<file path="src/rtl/spi_frame_loader_pkg.sv">
// Shared definitions for the SPI frame loader: command codes, FSM states
// and the default frame-buffer geometry (160 LEDs x 3 colour channels).
package spi_frame_loader_pkg;

   localparam int unsigned DEFAULT_ADDRESS_WIDTH = 13;
   localparam int unsigned DEFAULT_MEM_SIZE      = 480;

   localparam logic [7:0] CMD_WRITE  = 8'h01;
   localparam logic [7:0] CMD_READ   = 8'h02;
   localparam logic [7:0] CMD_COMMIT = 8'h03;

   typedef enum logic [2:0] {
      IDLE,
      CMD,
      ADDR_HI,
      ADDR_LO,
      WRITE_DATA,
      READ_DATA,
      DISCARD
   } state_t;

   typedef enum logic {
      OP_WRITE,
      OP_READ
   } op_t;

endpackage

</file>
<file path="src/rtl/spi_frame_loader_if.sv">
// Bundle of the SPI byte-stream handshake and the frame-buffer BRAM port.
// The loader sits on the slave side; the SPI core plus BRAM sit on the master side.
interface spi_frame_loader_if
   import spi_frame_loader_pkg::*;
#(
   parameter int ADDRESS_WIDTH = DEFAULT_ADDRESS_WIDTH
);
   logic                     spi_selected;
   logic                     spi_done;
   logic [7:0]               spi_dout;
   logic [7:0]               spi_din;
   logic                     mem_we;
   logic [ADDRESS_WIDTH-1:0] mem_addr;
   logic [7:0]               mem_din;
   logic [7:0]               mem_dout;

   modport slave (
      input  spi_selected, spi_done, spi_dout, mem_dout,
      output spi_din, mem_we, mem_addr, mem_din
   );

   modport master (
      output spi_selected, spi_done, spi_dout, mem_dout,
      input  spi_din, mem_we, mem_addr, mem_din
   );

endinterface

</file>
<file path="src/rtl/spi_frame_loader.sv">
// SPI frame loader: decodes a command/address header from an SPI byte stream
// and then streams bytes into (write) or out of (read) the LED frame buffer.
// A commit command pulses frame_ready and bumps the frame counter.
module spi_frame_loader
   import spi_frame_loader_pkg::*;
#(
   parameter int          ADDRESS_WIDTH = DEFAULT_ADDRESS_WIDTH,
   parameter int unsigned MEM_SIZE      = DEFAULT_MEM_SIZE
)(
   input  logic               clk,
   input  logic               rst_n,
   spi_frame_loader_if.slave  bus,
   output logic               frame_ready,
   output logic [7:0]         frame_count,
   output logic               addr_error
);

   localparam logic [ADDRESS_WIDTH-1:0] LAST_ADDR = ADDRESS_WIDTH'(MEM_SIZE - 1);

   state_t                   state_q, state_d;
   op_t                      op_q, op_d;
   logic [7:0]               addr_hi_q, addr_hi_d;
   logic [ADDRESS_WIDTH-1:0] addr_q, addr_d;
   logic [7:0]               spi_din_q, spi_din_d;
   logic                     mem_we_q, mem_we_d;
   logic [7:0]               mem_din_q, mem_din_d;
   logic                     frame_ready_q, frame_ready_d;
   logic [7:0]               frame_count_q, frame_count_d;
   logic                     addr_error_q, addr_error_d;
   logic                     fetch_wait_q, fetch_wait_d;
   logic                     fetch_latch_q, fetch_latch_d;

   logic                     byte_ok;
   logic [15:0]              header_addr;

   // A byte only counts while the slave is actually selected.
   assign byte_ok     = bus.spi_done & bus.spi_selected;
   assign header_addr = {addr_hi_q, bus.spi_dout};

   function automatic logic [ADDRESS_WIDTH-1:0] wrap_inc(input logic [ADDRESS_WIDTH-1:0] a);
      return (a == LAST_ADDR) ? '0 : a + ADDRESS_WIDTH'(1);
   endfunction

   // Next-state and next-register values; read prefetch runs as a two-stage
   // pipeline (address settles, then BRAM data is captured into spi_din).
   always_comb begin
      state_d       = state_q;
      op_d          = op_q;
      addr_hi_d     = addr_hi_q;
      addr_d        = addr_q;
      spi_din_d     = spi_din_q;
      mem_we_d      = 1'b0;
      mem_din_d     = mem_din_q;
      frame_ready_d = 1'b0;
      frame_count_d = frame_count_q;
      addr_error_d  = addr_error_q;
      fetch_wait_d  = 1'b0;
      fetch_latch_d = fetch_wait_q;

      if (mem_we_q) begin
         addr_d = wrap_inc(addr_q);
      end

      case (state_q)
         IDLE, CMD: begin
            if (byte_ok) begin
               case (bus.spi_dout)
                  CMD_WRITE: begin
                     op_d    = OP_WRITE;
                     state_d = ADDR_HI;
                  end
                  CMD_READ: begin
                     op_d    = OP_READ;
                     state_d = ADDR_HI;
                  end
                  CMD_COMMIT: begin
                     state_d       = DISCARD;
                     frame_ready_d = 1'b1;
                     frame_count_d = frame_count_q + 8'd1;
                  end
                  default: state_d = DISCARD;
               endcase
            end else if (state_q == IDLE) begin
               state_d = CMD;
            end
         end
         ADDR_HI: begin
            if (byte_ok) begin
               addr_hi_d = bus.spi_dout;
               state_d   = ADDR_LO;
            end
         end
         ADDR_LO: begin
            if (byte_ok) begin
               if (32'(header_addr) >= MEM_SIZE) begin
                  addr_error_d = 1'b1;
                  state_d      = DISCARD;
               end else begin
                  addr_d = ADDRESS_WIDTH'(header_addr);
                  if (op_q == OP_READ) begin
                     state_d      = READ_DATA;
                     fetch_wait_d = 1'b1;
                  end else begin
                     state_d = WRITE_DATA;
                  end
               end
            end
         end
         WRITE_DATA: begin
            if (byte_ok) begin
               mem_we_d  = 1'b1;
               mem_din_d = bus.spi_dout;
            end
         end
         READ_DATA: begin
            if (byte_ok) begin
               addr_d       = wrap_inc(addr_q);
               fetch_wait_d = 1'b1;
            end
         end
         DISCARD: begin
         end
         default: state_d = IDLE;
      endcase

      if (!bus.spi_selected) begin
         state_d      = IDLE;
         mem_we_d     = 1'b0;
         fetch_wait_d = 1'b0;
      end

      if (state_d == READ_DATA) begin
         if (fetch_latch_q) begin
            spi_din_d = bus.mem_dout;
         end
      end else begin
         spi_din_d = 8'h00;
      end
   end

   // State and datapath registers, cleared immediately when rst_n falls.
   always_ff @(posedge clk or negedge rst_n) begin
      if (!rst_n) begin
         state_q       <= IDLE;
         op_q          <= OP_WRITE;
         addr_hi_q     <= 8'h00;
         addr_q        <= '0;
         spi_din_q     <= 8'h00;
         mem_we_q      <= 1'b0;
         mem_din_q     <= 8'h00;
         frame_ready_q <= 1'b0;
         frame_count_q <= 8'h00;
         addr_error_q  <= 1'b0;
         fetch_wait_q  <= 1'b0;
         fetch_latch_q <= 1'b0;
      end else begin
         state_q       <= state_d;
         op_q          <= op_d;
         addr_hi_q     <= addr_hi_d;
         addr_q        <= addr_d;
         spi_din_q     <= spi_din_d;
         mem_we_q      <= mem_we_d;
         mem_din_q     <= mem_din_d;
         frame_ready_q <= frame_ready_d;
         frame_count_q <= frame_count_d;
         addr_error_q  <= addr_error_d;
         fetch_wait_q  <= fetch_wait_d;
         fetch_latch_q <= fetch_latch_d;
      end
   end

   assign bus.spi_din  = spi_din_q;
   assign bus.mem_we   = mem_we_q;
   assign bus.mem_addr = addr_q;
   assign bus.mem_din  = mem_din_q;
   assign frame_ready  = frame_ready_q;
   assign frame_count  = frame_count_q;
   assign addr_error   = addr_error_q;

endmodule

</file>
<file path="src/flat_wrapper.sv">
// flat-port wrapper written by rule: the top's interface ports become plain ports
module spi_frame_loader_flat import spi_frame_loader_pkg::*;
#(
   parameter int          ADDRESS_WIDTH = DEFAULT_ADDRESS_WIDTH,
   parameter int unsigned MEM_SIZE      = DEFAULT_MEM_SIZE
)
  (clk, rst_n, frame_ready, frame_count, addr_error, bus_spi_selected, bus_spi_done, bus_spi_dout, bus_mem_dout, bus_spi_din, bus_mem_we, bus_mem_addr, bus_mem_din);
  spi_frame_loader_if #(.ADDRESS_WIDTH(ADDRESS_WIDTH)) bus_i ();
  input  logic clk;
  input  logic rst_n;
  output logic frame_ready;
  output logic [7:0] frame_count;
  output logic addr_error;
  input wire logic [$bits(bus_i.spi_selected)-1:0] bus_spi_selected;
  input wire logic [$bits(bus_i.spi_done)-1:0] bus_spi_done;
  input wire logic [$bits(bus_i.spi_dout)-1:0] bus_spi_dout;
  input wire logic [$bits(bus_i.mem_dout)-1:0] bus_mem_dout;
  output wire logic [$bits(bus_i.spi_din)-1:0] bus_spi_din;
  output wire logic [$bits(bus_i.mem_we)-1:0] bus_mem_we;
  output wire logic [$bits(bus_i.mem_addr)-1:0] bus_mem_addr;
  output wire logic [$bits(bus_i.mem_din)-1:0] bus_mem_din;
  assign bus_i.spi_selected = bus_spi_selected;
  assign bus_i.spi_done = bus_spi_done;
  assign bus_i.spi_dout = bus_spi_dout;
  assign bus_i.mem_dout = bus_mem_dout;
  assign bus_spi_din = bus_i.spi_din;
  assign bus_mem_we = bus_i.mem_we;
  assign bus_mem_addr = bus_i.mem_addr;
  assign bus_mem_din = bus_i.mem_din;
  spi_frame_loader #(.ADDRESS_WIDTH(ADDRESS_WIDTH), .MEM_SIZE(MEM_SIZE)) u_core (.clk(clk), .rst_n(rst_n), .bus(bus_i), .frame_ready(frame_ready), .frame_count(frame_count), .addr_error(addr_error));
endmodule
</file>
<file path="config.mk">
export PLATFORM = sky130hd
export DESIGN_NAME = spi_frame_loader_flat
export DESIGN_NICKNAME = d
export VERILOG_FILES = /design/src/rtl/spi_frame_loader_pkg.sv /design/src/rtl/spi_frame_loader_if.sv /design/src/rtl/spi_frame_loader.sv /design/src/flat_wrapper.sv
export SDC_FILE = /design/constraint.sdc
export NUM_CORES = 1
export LEC_CHECK = 0
export ABC_AREA = 1
export BUFFER_PORTS_ARGS = -buffer_cell sky130_fd_sc_hd__buf_2
export CAP_MARGIN = 20
export CELL_PAD_IN_SITES_DETAIL_PLACEMENT = 0
export CELL_PAD_IN_SITES_GLOBAL_PLACEMENT = 1
export CORE_MARGIN = 2
export CORE_UTILIZATION = 40
export CTS_BUF_LIST = sky130_fd_sc_hd__clkbuf_16
export DETAILED_ROUTE_END_ITERATION = 7
export GPL_TIMING_DRIVEN = 0
export PLACE_DENSITY_LB_ADDON = 0.1
export SYNTH_ARGS = -nofsm -noshare
export SYNTH_HDL_FRONTEND = slang
export SYNTH_SLANG_ARGS = --single-unit
</file>
<file path="constraint.sdc">
create_clock -name clk -period 1.78 [get_ports clk]
set_input_delay 0.089 -clock clk [delete_from_list [all_inputs] [get_ports clk]]
set_output_delay 0.089 -clock clk [all_outputs]
set_load 0.005 [all_outputs]
</file>
# ---- After elaboration in Yosys (flattened, before gate mapping)
# Cells that the tools add are included.
dict set report classes {
  addsub 2
  magnitude_cmp 1
  eq_ne 12
  n_mux 29
  bitwise 1
  reduce_logical 10
}
# operator count
set op_table {}
lappend op_table {{two-way mux 13 bit} 5}
lappend op_table {{case mux 13 bit (2 select lines)} 1}
lappend op_table {{two-way mux 3 bit} 7}
lappend op_table {{== test 8 x 2 -> 1 bit, second input constant} 2}
lappend op_table {{greater-or-equal comparator 16 x 9 -> 1 bit, second input constant} 1}
lappend op_table {{two-way mux 8 bit} 2}
lappend op_table {{adder 13 x 1 -> 13 bit, second input constant} 1}
lappend op_table {{== test 13 x 9 -> 1 bit, second input constant} 1}
lappend op_table {{== test 3 bit, second input constant} 4}
lappend op_table {{case mux 3 bit (4 select lines)} 1}
lappend op_table {{two-way mux 1 bit} 11}
lappend op_table {{AND reduction 3 bit} 3}
lappend op_table {{adder 8 x 1 -> 8 bit, second input constant} 1}
lappend op_table {{== test 8 x 1 -> 1 bit, second input constant} 1}
lappend op_table {{== test 3 x 2 -> 1 bit, second input constant} 2}
lappend op_table {{case mux 1 bit (2 select lines)} 2}
lappend op_table {{AND reduction 2 bit} 2}
lappend op_table {{OR reduction 2 bit} 2}
lappend op_table {{== test 3 x 1 -> 1 bit, second input constant} 1}
lappend op_table {{zero test 3 bit} 1}
lappend op_table {{OR reduction 3 bit} 1}
lappend op_table {{inequality test 2 x 1 -> 1 bit, second input constant} 1}
lappend op_table {{nonzero test 2 bit} 1}
lappend op_table {{bitwise AND 1 bit} 1}
dict set report totals {
  regBits 54
  in_bits 20
  out_inout_bits 40
  elab_cells 67
}

# ---- Depth between registers and ports, before layout
# Gate-level depths: netlist of run 1.
dict set report depth {
  depth_word 8
  mapped_depth 11
}

# ---- Worst setup path after synthesis of run 1
# Ideal clock, no wire load.
dict set report synth_path {
  path_kind {flip-flop to flip-flop}
  start {register u_core.addr_q[0] (netlist: u_core.bus.mem_addr[0])}
  end {register u_core.addr_q[7] (netlist: u_core.bus.mem_addr[7])}
  setup_ns 0.116
  arrival_time_ns 1.360
  path_slack_ns 0.304
  path_stages_with_launch 9
  n_path_buf 0
  synth_period_minus_slack_ns 1.476
  path_cell_list {dfrtp_1 > ha_1 > nand3_1 > nor2_1 > nand3_2 > nand3_1 > nand2_1 > nand3_1 > nand2_1}
}
dict set report synth_between {
  elab_chain_cells 6
}
# item line_no
set synth_rtl {}
lappend synth_rtl {{start: declaration} spi_frame_loader.sv:23} ;# logic [ADDRESS_WIDTH-1:0] addr_q, addr_d;
lappend synth_rtl {{start signal: assignment} spi_frame_loader.sv:160} ;# addr_q <= addr_d;
lappend synth_rtl {{adder 13 x 1 -> 13 bit or == test 13 x 9 -> 1 bit (tied branches)} spi_frame_loader.sv:41} ;# return (a == LAST_ADDR) ? '0 : a + ADDRESS_WIDTH'(1);
lappend synth_rtl {{two-way mux 13 bit (*)} spi_frame_loader.sv:41}
lappend synth_rtl {{two-way mux 13 bit} spi_frame_loader.sv:60} ;# if (mem_we_q) begin
lappend synth_rtl {{two-way mux 13 bit} spi_frame_loader.sv:95} ;# if (32'(header_addr) >= MEM_SIZE) begin
lappend synth_rtl {{two-way mux 13 bit} spi_frame_loader.sv:94} ;# if (byte_ok) begin
lappend synth_rtl {{case mux 13 bit (2 select lines) (*)} spi_frame_loader.sv:64} ;# case (state_q)
lappend synth_rtl {{via u_core.addr_d[7]} spi_frame_loader.sv:23}
# The timed path passes the listed nets; every way through them passes the cells marked *.
# A chain may end at the register's enable or synchronous reset.

# ---- Worst setup path in the final report of run 1
dict set report layout_path {
  start {register u_core.state_q[1]}
  end {register u_core.addr_q[9] (netlist: u_core.bus.mem_addr[9])}
}
dict set report layout_between {
  elab_chain_cells 2
}
# item line_no
set layout_rtl {}
lappend layout_rtl {{start: declaration} spi_frame_loader.sv:20} ;# state_t state_q, state_d;
lappend layout_rtl {{start signal: assignment} spi_frame_loader.sv:157} ;# state_q <= state_d;
lappend layout_rtl {{== test 3 bit or == test 3 x 2 -> 1 bit (tied branches)} spi_frame_loader.sv:64}
lappend layout_rtl {{case mux 13 bit (2 select lines) (*)} spi_frame_loader.sv:64}
lappend layout_rtl {{via u_core.addr_d[9]} spi_frame_loader.sv:23}
# Marked as above.

==> results by group, run 1 <==
Status
  – Status: finished, final reports clean

Logic synthesis
  – Post-synth EDFFs: 0
  – Post-synth top area share: 0.459
  – Most common cell in the netlist: nand2_1
  – Post-synth ARST share: 1.00
  – Synth Cell Area: between 2000 and 3000 µm²
  – Synth Flop Type: dfrtp_1
  – Syn nets: 385
  – Largest cells by area after synthesis: dfrtp_1, nand2_1, inv_1
  – Yosys warns: 0
  – Post-Syn Area per Cell: about 8.1 µm²
  – Mapped Cells: roughly 360
  – Post-synth top cells: nand2_1, dfrtp_1, inv_1
  – Distinct cells, synth: 36
  – Most area-hungry cell type in the Yosys netlist: dfrtp_1
  – Seq cells post-synth: 54
  – Seq/Total Area, Yosys: 0.459

Critical path
  – CP Max Fanout: 10
  – Most common cell on crit path: nand2_1
  – Slowest-stage cell, CP: dfrtp_1
  – WP data required: a little under 2 ns
  – Critical Path Stages: 11
  – CP Capture Type: flop
  – CP bufs+invs: 3
  – Crit path largest cell delay: 0.48 ns
  – CP arrival: 1.79 ns
  – CP Cell Sequence: inv_2 > nand3_2 > nor2_4 > inv_4 > o21ai_2 > nand2_2 > buf_6 > nand2_1 > nand2_1 > nand2_1 > nand2_1
  – Worst setup path category: reg -> reg
  – Cells on worst reg2reg path: 11
  – Delay-heaviest family, CP: simple AND/OR/NAND/NOR gates
  – Type of origin of the critical path: flop

Placed design
  – GP Congestion: between 0.8 and 0.9
  – Post-DP HPWL: slightly above 5000 µm
  – Port Buffers: 59
  – Post-DP Area: approximately 3400 µm²

Worst hold path
  – WHS Path Cells: 3
  – Worst hold-check path type: in -> reg

Drt
  – Detailed Route WL: about 7000 µm
  – DRC errors left: 0
  – Drt wl/cell: 13.2 µm
  – Iter 0 DRT Violations: 93
  – Via density per instance: approximately 4.8
  – Detailed Routing Iterations Pass 1: 4
  – DR vias: between 2000 and 3000
  – Post-detailed-route count of antenna-violating nets: 0

Global route
  – Initial antenna violation count: 0
  – First-pass GRT wire length: around 12000 µm
  – GRT overflow: 0
  – Number of global-route vias before repair: between 2000 and 2500
  – Pin count of the biggest net entering global routing: 30
  – GRT Overall Usage: 0.182

Clocking
  – Clock Pin Slew Worst Setup and Hold Paths: approximately 0.07 ns
  – CTS Buf Count: 5
  – H-tree depth: 2
  – Clock latency on the worst-skew pair: between 0.2 and 0.3 ns
  – CTS tree: done
  – CTS root buf: clkbuf_16
  – Clock sink count: 54
  – CTS max path bufs: 2

Layout
  – Nets: 455
  – Final core occ: 0.500
  – Fin area: 3590 µm²
  – Layout cells sized above 1: 0.251
  – Ant diodes: 0
  – P&R area growth vs syn: 22.0%

STA
  – Fin. Hold Viols: 0
  – Setup Viol. Count Final: 0
  – Max Fclk: between 600 and 700 MHz
  – Fin crit share: 0.896
  – Shortest period the worst path allows: 1.60 ns
  – Slew headroom: 0.568
  – Final slew viol count: 0
  – RSZ-0062 raised after global routing: no
  – Setup_tns: 0 ns
  – Hold WS: 0.0785 ns
  – Measured slew at the worst slew-check pin: around 0.65 ns
  – Clock skew: approximately 0.011 ns

Floorplanning
  – CORE AREA: 7180 µm²
  – Starting Density: 0.410
  – Num ports: 60
  – Die span in x: approximately 90 µm
  – Die area: 8060 µm²
  – Die H: between 80 and 90 µm
  – Site Rows: 31

Run
  – Number of max-cap violations: 0

Power and ir drop
  – Leakage: between 0.0015 and 0.002 µW
  – Pwr Density: ~1100 nW/µm²
  – Peak supply drop: approximately 0.00049 V
## cells in the final DEF (no fill, tap or decap), types with 5 or more instances in the layout
master / count
a21oi_1: 6
buf_2: 60
clkbuf_16: 5
dfrtp_1: 54
inv_1: 46
inv_2: 5
mux2i_1: 9
nand2_1: 94
nand3_1: 30
nand4_1: 6
nor2_1: 17
nor2_2: 11
nor3_1: 5
o21ai_0: 27
o21ai_1: 5
xor2_1: 11
## sequential cells by signal, summed over array words and instances, names as in the netlist, 3 cells and up
signal and cells:
u_core.bus.mem_addr 13, u_core.addr_hi_q 8, u_core.bus.mem_din 8, u_core.bus.spi_din 8, u_core.frame_count 8, u_core.state_q 3
## what timing repair did
| item | CTS | global route |
|---|---|---|
| gates resized for setup | 1 | 3 |
| endpoints found under the hold margin | 25 | 0 |
| pin swaps | 0 | 1 |
| endpoints found under the setup margin | 4 | 9 |
| buffers inserted | 0 | 2 |
| hold buffers | 1 | 0 |
## logic make-up (layout without fill, tap and decap cells)
logic type	count (synthesis)	count (layout)	share of synthesized area
buffers and inverters	58	129	0.0808
AND/OR/NAND/NOR	181	181	0.294
flip-flops	54	54	0.459
AO/OA/AOI/OAI	47	47	0.0901
multiplexers	10	10	0.0344
adder cells (fa/ha/maj)	2	2	0.00850
XOR/XNOR	11	11	0.0327
## worst reg2reg max path, delay by kind of cell (launching register included)
family | cells | cell delay, ns
and+or+nand+nor | 7 | 0.57
buffers and inverters | 3 | 0.38
DFF | 1 | 0.48
AOI/OAI and AO/OA | 1 | 0.07
## cell type report
class                   instances  area [µm²]
clock buffers                   5         125
well taps                      99         124
flip-flops and latches         54        1350
inverters                      51         195
plain buffers                   7        42.5
repair buffers                 63         340
multi-input cells             251        1370
clock inverters                 3        37.5
fillers                       736        3590
## metrics by stage
| step | cells | worst slack (ns) | power [µW] |
|---|---|---|---|
| after floorplan | 363 | 0.304 | 2360 |
| after global placement | 521 | 0.0170 | 2750 |
| after detailed placement | 522 | -0.0136 | 2780 |
| after CTS | 531 | 0.0539 | 3890 |
| after global routing | 533 | 0.0363 | 4140 |
| final | 533 | 0.185 | 3860 |
## power by group
part | switching, µW | total (µW) | internal, µW | leakage [µW]
combinational | 590 | 1020 | 433 | 0.00109
sequential | 258 | 1750 | 1490 | 0.000697
clock | 436 | 1090 | 655 | 0.0000864
total | 1280 | 3860 | 2580 | 0.00187
## path summary, 6_finish.rpt
check	startpoint	to	slack, ns
worst max-delay path	u_core.state_q[1]	u_core.bus.mem_addr[9]	0.18
worst min-delay path	bus_mem_dout[4]	u_core.bus.spi_din[4]	0.08
worst max register to register	u_core.state_q[1]	u_core.bus.mem_addr[9]	0.18
worst min register to register	u_core.fetch_latch_d	u_core.fetch_latch_q	0.35
max in group asynchronous	rst_n	u_core.state_q[2]	0.84
min in group asynchronous	rst_n	u_core.bus.mem_addr[11]	0.35
## layer usage
metal  share of wire  GRT usage  up-vias
li1                -          -     1307
met5               0          0        -
met2            0.45      0.292       56
met4          0.0083     0.0397        0
met3           0.041     0.0277        5
met1            0.50      0.263     1173
Power figures use the tool's default switching activity.
==> run 2, diff against run 1 <==
--- a/config.mk
+++ b/config.mk
@@ -16,6 +16,7 @@
 export DETAILED_ROUTE_END_ITERATION = 7
 export GPL_TIMING_DRIVEN = 0
 export PLACE_DENSITY_LB_ADDON = 0.1
+export SLEW_MARGIN = 25
 export SYNTH_ARGS = -nofsm -noshare
 export SYNTH_HDL_FRONTEND = slang
 export SYNTH_SLANG_ARGS = --single-unit
==> constraint.sdc (replaced) <==
create_clock -name clk -period 1.7 [get_ports clk]
set_input_delay 0.085 -clock clk [delete_from_list [all_inputs] [get_ports clk]]
set_output_delay 0.085 -clock clk [all_outputs]
set_load 0.005 [all_outputs]
==> results by group, run 2 (synthesized netlist as in run 1, its figures left out) <==
Power and ir drop
  – Pwr Total: 4120 µW (+6.8%)
  – Net Sw Frac: 0.339 (+0.00633)
  – Leakage: 0.00188 µW (+0.26%)
  – Net Switching: 1400 µW (+8.8%)
  – Peak supply drop: 0.000522 V (+7.0%)
  – Clock group share of total power: 0.280 (-0.003)
  – Seq pwr share: 0.446 (-0.006)
  – Int Pwr: 2720 µW (+5.8%)
  – Combinational group share of total power: 0.274 (+0.009)
  – Pwr Density: 1140 nW/µm² (+6.5%)

Critical path
  – CP Max Fanout: 4 (-6)
  – Worst r2r dst: u_core.bus.mem_addr[3]
  – CP Cell Sequence: ha_2 > nand3_2 > nor2_4 > nand3_1 > nand2_1 > nand2_1 > o21ai_0 > o21ai_0
  – CP arrival: 1.74 ns (-0.05 ns)
  – WP data required: 1.88 ns (-0.09 ns)
  – Worst setup path category: reg -> reg
  – Slowest-stage cell, CP: dfrtp_1
  – Worst reg2reg startpoint: u_core.bus.mem_addr[1]
  – Crit path largest cell delay: 0.40 ns (-0.08 ns)
  – CP Capture Type: flop
  – Cells on worst reg2reg path: 8 (-3)
  – R2r setup slk: 0.13 ns (-0.05 ns)
  – Type of origin of the critical path: flop

Clocking
  – CTS root buf: clkbuf_16
  – H-tree depth: 2 (unchanged)
  – Clock Pin Slew Worst Setup and Hold Paths: 0.07 ns (about the same)
  – CTS tree: done
  – Clock sink count: 54 (unchanged)
  – CTS max path bufs: 2 (unchanged)
  – CTS Buf Count: 5 (unchanged)
  – Clock latency on the worst-skew pair: 0.29 ns (about the same)

Layout
  – Non-Filler Instances: 533 (unchanged)
  – Layout fillers: 727 (-1.2%)
  – Layout cells sized above 1: 0.260 (+0.00922)
  – Ant diodes: 0 (unchanged)
  – Max reg flops: 13 (unchanged)
  – Nets: 455 (unchanged)
  – Commonest non-fill, non-tap cell in the layout: nand2_1
  – Fin area: 3600 µm² (+0.28%)
  – P&R area growth vs syn: 22.3%
  – Most frequent cells in the layout: nand2_1, buf_2, dfrtp_1

Placed design
  – Post-DP HPWL: 5050 µm (-2.8%)
  – Pre-CTS setup slack: -0.0564 ns (-0.0429 ns)
  – GP Congestion: 0.808 (unchanged)
  – Port Buffers: 59 (unchanged)
  – Placed cells: 521 (-0.19%)
  – Post-DP Area: 3360 µm² (-0.52%)

Global route
  – GRT Overall Usage: 0.186 (+0.00371)
  – Initial antenna violation count: 0 (unchanged)
  – Number of global-route vias before repair: 2494 (+1.8%)
  – First-pass GRT wire length: 12300 µm (+1.4%)
  – GRT overflow: 0 (unchanged)
  – Pin count of the biggest net entering global routing: 55 (+83%)

STA
  – Measured slew at the worst slew-check pin: 0.704 ns (+0.0559 ns)
  – Slew headroom: 0.530 (-0.0373)
  – Setup slack after layout: 0.133 ns (-0.0519 ns)
  – Fin. Hold Viols: 0 (unchanged)
  – Max Fclk: 638 MHz (+1.8%)
  – Setup_tns: 0 ns (unchanged)
  – RSZ-0062 raised after global routing: yes
  – Clock skew: 0.00500 ns (-0.00646 ns)
  – Setup Viol. Count Final: 0 (unchanged)
  – Shortest period the worst path allows: 1.57 ns (-0.0281 ns)
  – Fin crit share: 0.922 (+0.0257)
  – Final slew viol count: 0 (unchanged)

Floorplanning
  – Die area: 8060 µm² (unchanged)
  – CORE AREA: 7180 µm² (unchanged)
  – Site Rows: 31 (unchanged)
  – Die span in x: 89.8 µm (unchanged)
  – Die H: 89.8 µm (unchanged)
  – Num ports: 60 (unchanged)
  – Starting Density: 0.410 (unchanged)

Drt
  – Detailed Route WL: 7190 µm (+2.4%)
  – Drt wl/cell: 13.5 µm (+2.4%)
  – DR vias: 2529 (-0.47%)
  – Via density per instance: 4.74 (-0.47%)
  – Detailed Routing Iterations Pass 1: 4 (unchanged)
  – Post-detailed-route count of antenna-violating nets: 0 (unchanged)
  – DRC errors left: 0 (unchanged)
  – Iter 0 DRT Violations: 60 (-35%)

Worst hold path
  – WHS Path Cells: 3 (unchanged)
  – Worst hold-check path type: in -> reg
  – Min-delay src: bus_mem_dout[4]
  – Hold Path Sink: u_core.bus.spi_din[4]

Run
  – Number of max-cap violations: 0 (unchanged)

Status
  – Status: finished, final reports clean
[run 2: layout make-up]
class                      count  area (µm²)  area share
inverter                      51         195      0.0542
tap                           99         124      0.0344
timing repair buffer          63         330      0.0918
buffer                         7        42.5      0.0118
clock inverter                 3        37.5      0.0104
sequential                    54        1350       0.376
multi-input combinational    251        1390       0.387
clock buffer                   5         125      0.0348
[run 2: power groups by stage]
stage	logic (µW)	clock network [µW]	registers, µW
6_report	1130	1160	1840
5_1_grt	1310	1220	1880
4_1_cts	1070	1170	1830
3_5_place_dp	1060	0	1850
3_3_place_gp	1040	0	1840
2_1_floorplan	662	0	1810
[run 2: per-layer routing]
layer	wire length, µm	vias to the layer above	track usage
met4	65	0	0.0436
met3	269	5	0.0319
met2	3240	48	0.297
met5	0	-	0
li1	-	1307	-
met1	3610	1169	0.265
[run 2: critical path, delay by kind of cell (launching register included)]
family	cells	cell delay (ns)
fa+ha+maj	1	0.21
compound gates	2	0.16
simple gates	5	0.67
flops	1	0.40
[run 2: what timing repair did]
action,in CTS,in global routing
endpoints found under the hold margin,54,0
setup endpoints to repair,8,14
hold buffers,1,0
pin swaps,1,1
setup buffers,1,2
resized for setup,1,8
[run 2: metrics by stage]
stage	hold slack, ns	util
CTS	0.0714	0.494
finish	0.0690	0.502
detailed placement	0.191	0.469
global route	0.0933	0.502
floorplan	-0.211	-
global placement	0.335	0.469
[run 2: worst max-delay path by stage]
stage	start	endpoint	slack, ns	depth (start not counted)
4_1_cts	u_core.bus.mem_addr[1]	u_core.bus.mem_addr[0]	0.02	8
2_1_floorplan	u_core.bus.mem_addr[0]	u_core.bus.mem_addr[7]	0.22	8
3_3_place_gp	u_core.bus.mem_addr[0]	u_core.bus.mem_addr[1]	-0.06	8
6_report	u_core.bus.mem_addr[1]	u_core.bus.mem_addr[3]	0.13	8
3_5_place_dp	u_core.bus.mem_addr[1]	u_core.bus.mem_addr[1]	-0.06	8
5_1_grt	u_core.bus.mem_addr[0]	u_core.bus.mem_addr[7]	-0.008	8
==> run 3, diff against run 2 <==
--- a/config.mk
+++ b/config.mk
@@ -15,7 +15,7 @@
 export CTS_BUF_LIST = sky130_fd_sc_hd__clkbuf_16
 export DETAILED_ROUTE_END_ITERATION = 7
 export GPL_TIMING_DRIVEN = 0
-export PLACE_DENSITY_LB_ADDON = 0.1
+export PLACE_DENSITY = 0.83
 export SLEW_MARGIN = 25
 export SYNTH_ARGS = -nofsm -noshare
 export SYNTH_HDL_FRONTEND = slang
==> results by group, run 3 (synthesized netlist as in run 1, its figures left out) <==
Critical path
  – WP data required: 1.88 ns (about the same)
  – Most common cell on crit path: nand3_1
  – Worst setup path category: reg -> reg
  – CP Capture Type: flop
  – CP Cell Sequence: ha_1 > nand3_2 > nor2_4 > buf_4 > nand3_1 > nand3_1 > nand2_1 > nand3_1 > nand3_1
  – Crit path largest cell delay: 0.41 ns (about the same)
  – CP arrival: 1.76 ns (+0.02 ns)
  – CP Max Fanout: 4 (unchanged)
  – Worst r2r dst: u_core.bus.mem_addr[6]
  – R2r setup slk: 0.12 ns (about the same)
  – Worst reg2reg startpoint: u_core.bus.mem_addr[0]
  – Cells on worst reg2reg path: 9 (+1)
  – Type of origin of the critical path: flop
  – Slowest-stage cell, CP: dfrtp_1

STA
  – Final slew viol count: 0 (unchanged)
  – Clock skew: 0.0114 ns (+0.00640 ns)
  – Slew headroom: 0.531 (+0.000690)
  – Fin crit share: 0.927 (+0.00515)
  – Max Fclk: 635 MHz (-0.56%)
  – Measured slew at the worst slew-check pin: 0.703 ns (-0.00103 ns)
  – Shortest period the worst path allows: 1.58 ns (+0.00875 ns)
  – Setup Viol. Count Final: 0 (unchanged)
  – Fin. Hold Viols: 0 (unchanged)
  – RSZ-0062 raised after global routing: no

Worst hold path
  – Worst hold-check path type: in -> reg
  – Min-delay src: bus_spi_dout[1]
  – WHS Path Cells: 3 (unchanged)
  – Hold Path Sink: u_core.op_q

Power and ir drop
  – Clock group share of total power: 0.266 (-0.014)
  – Peak supply drop: 0.000568 V (+8.8%)
  – Pwr Density: 1110 nW/µm² (-3.3%)
  – Net Switching: 1400 µW (+0.44%)
  – Seq pwr share: 0.456 (+0.010)
  – Pwr Total: 3980 µW (-3.4%)
  – Net Sw Frac: 0.352 (+0.0133)
  – Combinational group share of total power: 0.278 (+0.004)
  – Leakage: 0.00186 µW (-0.93%)
  – Int Pwr: 2580 µW (-5.3%)

Drt
  – Post-detailed-route count of antenna-violating nets: 0 (unchanged)
  – Detailed Routing Iterations Pass 1: 4 (unchanged)
  – Iter 0 DRT Violations: 100 (+67%)
  – Via density per instance: 4.81 (+1.4%)
  – Drt wl/cell: 12.7 µm (-5.6%)
  – DR vias: 2564 (+1.4%)
  – DRC errors left: 0 (unchanged)
  – Detailed Route WL: 6790 µm (-5.6%)

Layout
  – Max reg flops: 13 (unchanged)
  – Fin area: 3600 µm² (about the same)
  – Commonest non-fill, non-tap cell in the layout: nand2_1
  – Ant diodes: 0 (unchanged)
  – P&R area growth vs syn: 22.2% (about the same)
  – Layout cells sized above 1: 0.265 (+0.00461)
  – Most frequent cells in the layout: nand2_1, buf_2, dfrtp_1
  – Nets: 455 (unchanged)

Status
  – Status: finished, final reports clean

Floorplanning
  – Starting Density: 0.410 (unchanged)
  – Die area: 8060 µm² (unchanged)
  – Die span in x: 89.8 µm (unchanged)
  – Num ports: 60 (unchanged)
  – Site Rows: 31 (unchanged)
  – CORE AREA: 7180 µm² (unchanged)
  – Die H: 89.8 µm (unchanged)

Global route
  – GRT Overall Usage: 0.177 (-0.00898)
  – First-pass GRT wire length: 11800 µm (-3.8%)
  – GRT overflow: 0 (unchanged)
  – Pin count of the biggest net entering global routing: 55 (unchanged)
  – Number of global-route vias before repair: 2507 (+0.52%)
  – Initial antenna violation count: 0 (unchanged)

Clocking
  – Clock sink count: 54 (unchanged)
  – CTS max path bufs: 2 (unchanged)
  – Clock Pin Slew Worst Setup and Hold Paths: 0.08 ns (about the same)
  – CTS root buf: clkbuf_16
  – CTS tree: done
  – CTS Buf Count: 5 (unchanged)
  – Clock latency on the worst-skew pair: 0.30 ns (about the same)
  – H-tree depth: 2 (unchanged)

Run
  – Number of max-cap violations: 0 (unchanged)

Placed design
  – Post-DP HPWL: 4910 µm (-2.8%)
  – Post-DP Area: 3360 µm² (unchanged)
  – Port Buffers: 59 (unchanged)
  – GP Congestion: 0.865 (+7.1%)
## run 3: per-layer routing
metal,up-vias,share of wire,global-route usage,routed length [µm]
met1,1199,0.47,0.239,3210
met2,51,0.48,0.295,3270
met3,5,0.038,0.0369,261
met4,0,0.0065,0.0385,44
li1,1309,-,-,-
met5,-,0,0,0
## run 3: worst max-delay path: cells and delay by family, from the launching register on
family / cells / cell delay [ns]
simple gates: 7 / 0.72
flops: 1 / 0.41
buf+inv: 1 / 0.13
fa+ha+maj: 1 / 0.22
## run 3: area by class of cell
| class | count | area, µm² |
|---|---|---|
| Fill cell | 700 | 3580 |
| Multi-Input combinational cell | 251 | 1390 |
| Sequential cell | 54 | 1350 |
| Timing Repair Buffer | 63 | 343 |
| Inverter | 51 | 195 |
| Clock buffer | 5 | 125 |
| Tap cell | 99 | 124 |
| Buffer | 7 | 42.5 |
| Clock inverter | 3 | 25.0 |
## run 3: power groups by stage
| stage | logic (µW) | registers [µW] | clock network (µW) |
|---|---|---|---|
| 3_5_place_dp | 1060 | 1830 | 0 |
| 3_3_place_gp | 1040 | 1830 | 0 |
| 4_1_cts | 1080 | 1810 | 1090 |
| 6_report | 1110 | 1820 | 1060 |
| 5_1_grt | 1280 | 1860 | 1140 |
| 2_1_floorplan | 662 | 1810 | 0 |
## run 3: worst max path at each step
stage,start,depth (start not counted),slack [ns],to
6_report,u_core.bus.mem_addr[0],9,0.12,u_core.bus.mem_addr[6]
5_1_grt,u_core.bus.mem_addr[0],8,0.002,u_core.bus.mem_addr[3]
4_1_cts,u_core.bus.mem_addr[0],8,0.004,u_core.bus.mem_addr[8]
3_5_place_dp,u_core.bus.mem_addr[0],8,-0.09,u_core.bus.mem_addr[8]
3_3_place_gp,u_core.bus.mem_addr[0],8,-0.07,u_core.bus.mem_addr[1]
2_1_floorplan,u_core.bus.mem_addr[0],8,0.22,u_core.bus.mem_addr[7]
## run 3: repair_timing
item	CTS	global route
pin swaps	1	1
setup buffers	1	2
endpoints found under the hold margin	54	0
gates resized for setup	2	7
endpoints found under the setup margin	8	9
hold buffers	1	0
## run 3: per-stage QoR
stage / setup TNS [ns] / instances / setup WS [ns] / hold slack [ns] / util
after CTS: 0 / 531 / 0.00392 / 0.0590 / 0.493
final: 0 / 533 / 0.124 / 0.0599 / 0.501
after floorplan: 0 / 363 / 0.224 / -0.211 / -
after detailed placement: -0.476 / 521 / -0.0937 / 0.189 / 0.469
after global placement: -0.195 / 521 / -0.0651 / 0.337 / 0.469
after global routing: 0 / 533 / 0.00231 / 0.0696 / 0.501
